===== src/rtl/sm_subtractor_pipe_pkg.sv =====
// sm_pkg: sign-magnitude word format shared by the adder and subtractor datapaths
package sm_pkg;
  localparam int SM_W = 16;
  typedef struct packed {
    logic            sign;
    logic [SM_W-2:0] mag;
  } sm_t;
  function automatic sm_t sm_canon(sm_t x);
    sm_t r;
    r.sign = x.sign & (|x.mag);
    r.mag  = x.mag;
    return r;
  endfunction
endpackage


===== src/rtl/sm_subtractor_pipe_if.sv =====
// sm_subtractor_pipe_if: operand/result valid-ready bundle for the subtractor
interface sm_subtractor_pipe_if import sm_pkg::*; #(parameter int W = SM_W);
  logic         in_valid;
  logic         in_ready;
  logic [W-1:0] a;
  logic [W-1:0] b;
  logic         out_valid;
  logic         out_ready;
  logic [W-1:0] diff;
  logic         ovf;
  modport master (output in_valid, a, b, out_ready, input in_ready, out_valid, diff, ovf);
  modport slave (input in_valid, a, b, out_ready, output in_ready, out_valid, diff, ovf);
endinterface


===== src/rtl/sm_subtractor_pipe_mag_addsub.sv =====
// sm_mag_addsub: magnitude add (with carry) or larger-minus-smaller subtract
module sm_mag_addsub #(parameter int MW = 15) (
  input  logic [MW-1:0] ma_i,
  input  logic [MW-1:0] mb_i,
  input  logic          op_i,
  input  logic          agt_i,
  output logic [MW-1:0] mag_o,
  output logic          carry_o
);
  always_comb {carry_o, mag_o} = op_i ? {1'b0, ma_i} + {1'b0, mb_i} : {1'b0, agt_i ? ma_i - mb_i : mb_i - ma_i};
endmodule


===== src/rtl/sm_subtractor_pipe.sv =====
// sm_subtractor_pipe: two-stage sign-magnitude A - B with valid/ready backpressure
module sm_subtractor_pipe import sm_pkg::*; #(parameter int W = SM_W) (
  input logic                clk,
  input logic                rst_n,
  sm_subtractor_pipe_if.slave io
);
  logic         s1_valid_q, s2_valid_q, sa_q, sb_q, eq_q, agt_q;
  logic [W-2:0] ma_q, mb_q, mag;
  logic         carry, s1_en, s2_en, add, ovf_q, ovf_d;
  sm_t          diff_q, diff_d, raw;
  assign s2_en       = !s2_valid_q | io.out_ready;
  assign s1_en       = !s1_valid_q | s2_en;
  assign io.in_ready = s1_en & rst_n;
  assign add         = sa_q == sb_q;
  sm_mag_addsub #(.MW(W-1)) u_mag (
    .ma_i(ma_q), .mb_i(mb_q), .op_i(add), .agt_i(agt_q), .mag_o(mag), .carry_o(carry)
  );
  // equal magnitudes with differing signs cancel to +0
  always_comb begin
    raw.sign = (add | agt_q) ? sa_q : (!eq_q & sb_q);
    raw.mag  = mag;
    diff_d   = sm_canon(raw);
    ovf_d    = add & carry;
  end
  always_ff @(posedge clk) begin
    if (!rst_n) begin
      s1_valid_q <= 1'b0;
      s2_valid_q <= 1'b0;
      diff_q     <= '0;
      ovf_q      <= 1'b0;
    end else begin
      if (s1_en) s1_valid_q <= io.in_valid;
      if (io.in_valid & s1_en) begin
        sa_q  <= io.a[W-1];
        sb_q  <= ~io.b[W-1];
        ma_q  <= io.a[W-2:0];
        mb_q  <= io.b[W-2:0];
        eq_q  <= io.a[W-2:0] == io.b[W-2:0];
        agt_q <= io.a[W-2:0] > io.b[W-2:0];
      end
      if (s2_en) s2_valid_q <= s1_valid_q;
      if (s1_valid_q & s2_en) begin
        diff_q <= diff_d;
        ovf_q  <= ovf_d;
      end
    end
  end
  assign io.out_valid = s2_valid_q;
  assign io.diff      = diff_q;
  assign io.ovf       = ovf_q;
endmodule


===== src/flat_wrapper.sv =====
// flat-port wrapper written by rule: the top's interface ports become plain ports
module sm_subtractor_pipe_flat import sm_pkg::*;
#(parameter int W = SM_W)
  (clk, rst_n, io_in_valid, io_a, io_b, io_out_ready, io_in_ready, io_out_valid, io_diff, io_ovf);
  sm_subtractor_pipe_if #(.W(W)) io_i ();
  input logic clk;
  input logic rst_n;
  input wire logic [$bits(io_i.in_valid)-1:0] io_in_valid;
  input wire logic [$bits(io_i.a)-1:0] io_a;
  input wire logic [$bits(io_i.b)-1:0] io_b;
  input wire logic [$bits(io_i.out_ready)-1:0] io_out_ready;
  output wire logic [$bits(io_i.in_ready)-1:0] io_in_ready;
  output wire logic [$bits(io_i.out_valid)-1:0] io_out_valid;
  output wire logic [$bits(io_i.diff)-1:0] io_diff;
  output wire logic [$bits(io_i.ovf)-1:0] io_ovf;
  assign io_i.in_valid = io_in_valid;
  assign io_i.a = io_a;
  assign io_i.b = io_b;
  assign io_i.out_ready = io_out_ready;
  assign io_in_ready = io_i.in_ready;
  assign io_out_valid = io_i.out_valid;
  assign io_diff = io_i.diff;
  assign io_ovf = io_i.ovf;
  sm_subtractor_pipe #(.W(W)) u_core (.clk(clk), .rst_n(rst_n), .io(io_i));
endmodule

===== config.mk =====
export PLATFORM = sky130hd
export DESIGN_NAME = sm_subtractor_pipe_flat
export DESIGN_NICKNAME = d
export VERILOG_FILES = /design/src/rtl/sm_subtractor_pipe_pkg.sv /design/src/rtl/sm_subtractor_pipe_if.sv /design/src/rtl/sm_subtractor_pipe_mag_addsub.sv /design/src/rtl/sm_subtractor_pipe.sv /design/src/flat_wrapper.sv
export SDC_FILE = /design/constraint.sdc
export NUM_CORES = 1
export LEC_CHECK = 0
export ABC_AREA = 1
export BUFFER_PORTS_ARGS = -buffer_cell sky130_fd_sc_hd__buf_2
export CAP_MARGIN = 10
export CORE_AREA = 3 3 95 97
export DETAILED_ROUTE_END_ITERATION = 8
export DIE_AREA = 0 0 98 100
export PLACE_DENSITY_LB_ADDON = 0.05
export SLEW_MARGIN = 20
export SYNTH_ARGS = -nofsm -noshare
export SYNTH_HDL_FRONTEND = slang
export SYNTH_SLANG_ARGS = --single-unit

===== constraint.sdc =====
create_clock -name clk -period 2.75 [get_ports clk]
set_input_delay 0.1375 -clock clk [delete_from_list [all_inputs] [get_ports clk]]
set_output_delay 0.1375 -clock clk [all_outputs]
set_load 0.03 [all_outputs]

==> results by group <==
Global route
  • Gr ovfl total: 0
  • First-pass GRT wire length: 17,600 µm
  • Initial antenna violation count: 0
  • GRT Util Overall: ~22%
  • Number of global-route vias before repair: 3,826
  • Largest net degree at the start of global routing: 35

Clock tree
  • CTS tree: done
  • Number of CTS-inserted buffers: 5
  • Clock latency on the worst-skew pair: 0.31 ns
  • Sink Count: 53
  • Clk pin slew, worst setup/hold paths: ~0.1 ns
  • Root Driver: clkbuf_8
  • CTS max path bufs: 2
  • # H-tree levels: 2

Synthesis
  • Ranking of synthesized cells by area: edfxtp_1 (22%), ha_1 (17%), nand2_1 (15%)
  • Post-synthesis sequential area ratio: between 30% and 40%
  • Dominant synthesized flop cell: edfxtp_1
  • Synth unique cells: 42
  • Count leader, synth: nand2_1
  • Mean Syn Cell Area: 7.12 µm²
  • Mapped Area: roughly 4600 µm²
  • Synthesized Nets: 740
  • Post-synth EDFFs: 34
  • #FFs+latches synth: 53
  • Area share of the largest cell type after synthesis: roughly 22%
  • Synth Warn #: 0
  • Leading cell types by count after synthesis: nand2_1 (185), inv_1 (94), ha_1 (62), nand3_1 (49), nor2_1 (46)
  • Area leader, netlist: edfxtp_1
  • Ys async rst share: 0%
  • Mapped Cells: about 640

Setup path
  • Crit. End Element: flip-flop
  • Startpoint Class: flip-flop
  • Slowest stage delay, CP: 0.44 ns
  • Crit path max-delay cell type: edfxtp_1
  • Worst Setup Path Type: flip-flop to flip-flop
  • Arrival @ worst endpoint: 2.73 ns
  • Crit-path cells: ha_1 > fa_1 > inv_1 > nand3_1 > nand2_1 > nand2_1 > nand2_1 > nand2_1 > nand2_1 > nand3_1 > nand2_1 > nand2_1 > nor2_1 > nand2_1 > nor2_1 > nand3_1 > nand2_1 > a21oi_2
  • WP data required: a little under 3 ns
  • Worst Path Max Fanout: 3
  • Top cell by count, worst path: nand2_1

Power and ir drop
  • Max VDD drop: 0.000185 V
  • Power Total: approximately 2.0 mW
  • Leak: around 2.7 nW
  • Power Density: 392 nW/µm²

Worst hold path
  • Worst min path class: input port to flip-flop

Placed design
  • PortBufs: 54
  • Post-Place Cells: 788
  • Placed cell areas: between 4000 and 5000 µm²
  • GPL Wtd Cong: roughly 0.94
  • Detailed Place HPWL: 8850 µm

Timing
  • Min cycle time layout: roughly 2.5 ns
  • Setup TNS: 0 ns
  • Fin. Hold Viols: 0
  • Worst Max-Slew Pin Slew: roughly 0.62 ns
  • # setup viols final: 0
  • Relative slew slack: 58.2%
  • F_max: approximately 400 MHz
  • Tcrit/Tclk final: about nine tenths
  • Pins over their slew limit: 0
  • RSZ-0062 raised after global routing: false
  • Worst Clk Skew: between 0.007 and 0.008 ns

Final layout
  • Share of cells above drive strength 1: 13.5%
  • Layout area overhead: 10.4%
  • Final nets: approximately 800
  • Fin cells: 800
  • Ant diodes: 0
  • Design area: approximately 5000 µm²

Drt
  • DRT antenna net count: 0
  • Drt via density: slightly above 5
  • Via count: just over 4,000
  • Iteration-0 DRC Markers: around 230
  • DR pass1 iterations: 5
  • Drt wl/cell: approximately 14 µm
  • Drt drc: 0
  • WL final: ~11,000 µm

Floorplanning
  • Core area: between 8000 and 9000 µm²
  • Row count: 33
  • Num ports: 55
  • Initial Util: 55.4%
  • Total die area: 9800 µm²
  • Die Ht: 100 µm
  • Die Width: approximately 98 µm

Job
  • Number of max-cap violations: 0

Status
  • Status: complete, no violations
[final timing paths]
kind / slack [ns] / depth (start not counted) / to / from
max: 0.23 / 18 / u_core.io.diff[15] / u_core.mb_q[0]
min: 0.01 / 1 / u_core.mb_q[14] / io_b[14]
max reg2reg: 0.23 / 18 / u_core.io.diff[15] / u_core.mb_q[0]
min reg2reg: 0.48 / 2 / u_core.io.ovf / u_core.io.ovf
[what timing repair did]
item | 4_1_cts | 5_1_grt
resized for setup | 0 | 0
setup buffers | 0 | 2
endpoints found under the setup margin | 0 | 1
hold endpoints to repair | 1 | 1
hold buffers | 1 | 1
[area by class of cell]
type / count / area [µm²]
repair buffers: 65 / 358
multi-input cells: 462 / 2650
inverters: 107 / 404
well taps: 105 / 131
clock inverters: 1 / 7.51
flip-flops and latches: 53 / 1400
clock buffers: 7 / 76.3
fillers: 788 / 3190
[registers in the layout, summed over array words and instances, names as in the netlist]
register,count
u_core.io.diff,16
u_core.sa_q,1
u_core.sb_q,1
u_core.eq_q,1
u_core.mb_q,15
u_core.agt_q,1
u_core.ma_q,15
u_core.s1_valid_q,1
u_core.io.ovf,1
u_core.io.out_valid,1
[where the power goes]
part	switching [mW]	internal, mW
Clock	0.270	0.181
Sequential	0.0260	0.892
Combinational	0.393	0.207
Total	0.689	1.28
[per-layer routing]
metal,vias up,global-route usage [%],part of all wire [%]
met5,-,0,0
met2,118,37.3,47
met3,14,2.85,4.9
met1,1867,30.3,48
met4,0,4.05,0.78
li1,2160,-,-
[cell usage in the layout (no fill, tap or decap), types with 2 or more instances in the layout]
cell type | netlist | final
ha_1 | 62 | 62
a21oi_2 | 3 | 3
nand4_1 | 9 | 9
nand2_2 | 2 | 2
o211ai_1 | 5 | 5
nor2_2 | 2 | 3
nor2_1 | 46 | 45
buf_4 | 7 | 9
nand2_1 | 185 | 185
dlygate4sd3_1 | 0 | 2
clkbuf_1 | 4 | 2
o21ai_1 | 2 | 2
o21ai_0 | 24 | 24
fa_1 | 3 | 3
nor3_1 | 4 | 4
dfxtp_1 | 19 | 19
a21oi_1 | 42 | 42
buf_2 | 5 | 54
nand3_1 | 49 | 49
inv_1 | 94 | 94
inv_2 | 11 | 11
edfxtp_1 | 34 | 34
xor2_1 | 2 | 2
o21bai_1 | 4 | 4
a21o_1 | 2 | 2
clkbuf_8 | 0 | 5
a211oi_1 | 2 | 2
[metrics by stage]
step | util, % | setup WS, ns | hold WS [ns]
floorplan | - | 0.267 | 0.236
global placement | 59.7 | 0.271 | 0.316
detailed placement | 59.7 | 0.238 | 0.320
CTS | 60.8 | 0.230 | 0.00378
global route | 61.1 | 0.0262 | 0.000248
finish | 61.1 | 0.231 | 0.00956
[worst max-delay path, delay by kind of cell, from the launching register on]
| kind | cells | cell delay [ns] |
|---|---|---|
| AND/OR/NAND/NOR | 14 | 1.22 |
| buffers and inverters | 1 | 0.07 |
| AO/OA/AOI/OAI | 1 | 0.05 |
| flip-flops | 1 | 0.44 |
| adder cells (fa/ha/maj) | 2 | 0.64 |
[logic make-up after synthesis]
family,count (synthesis),synth area share [%]
AO/OA/AOI/OAI,88,10.9
buffers and inverters,124,11.2
flip-flops,53,30.8
XOR/XNOR,2,0.385
AND/OR/NAND/NOR,307,28.4
adder cells (fa/ha/maj),65,18.4
Power figures use the tool's default switching activity.
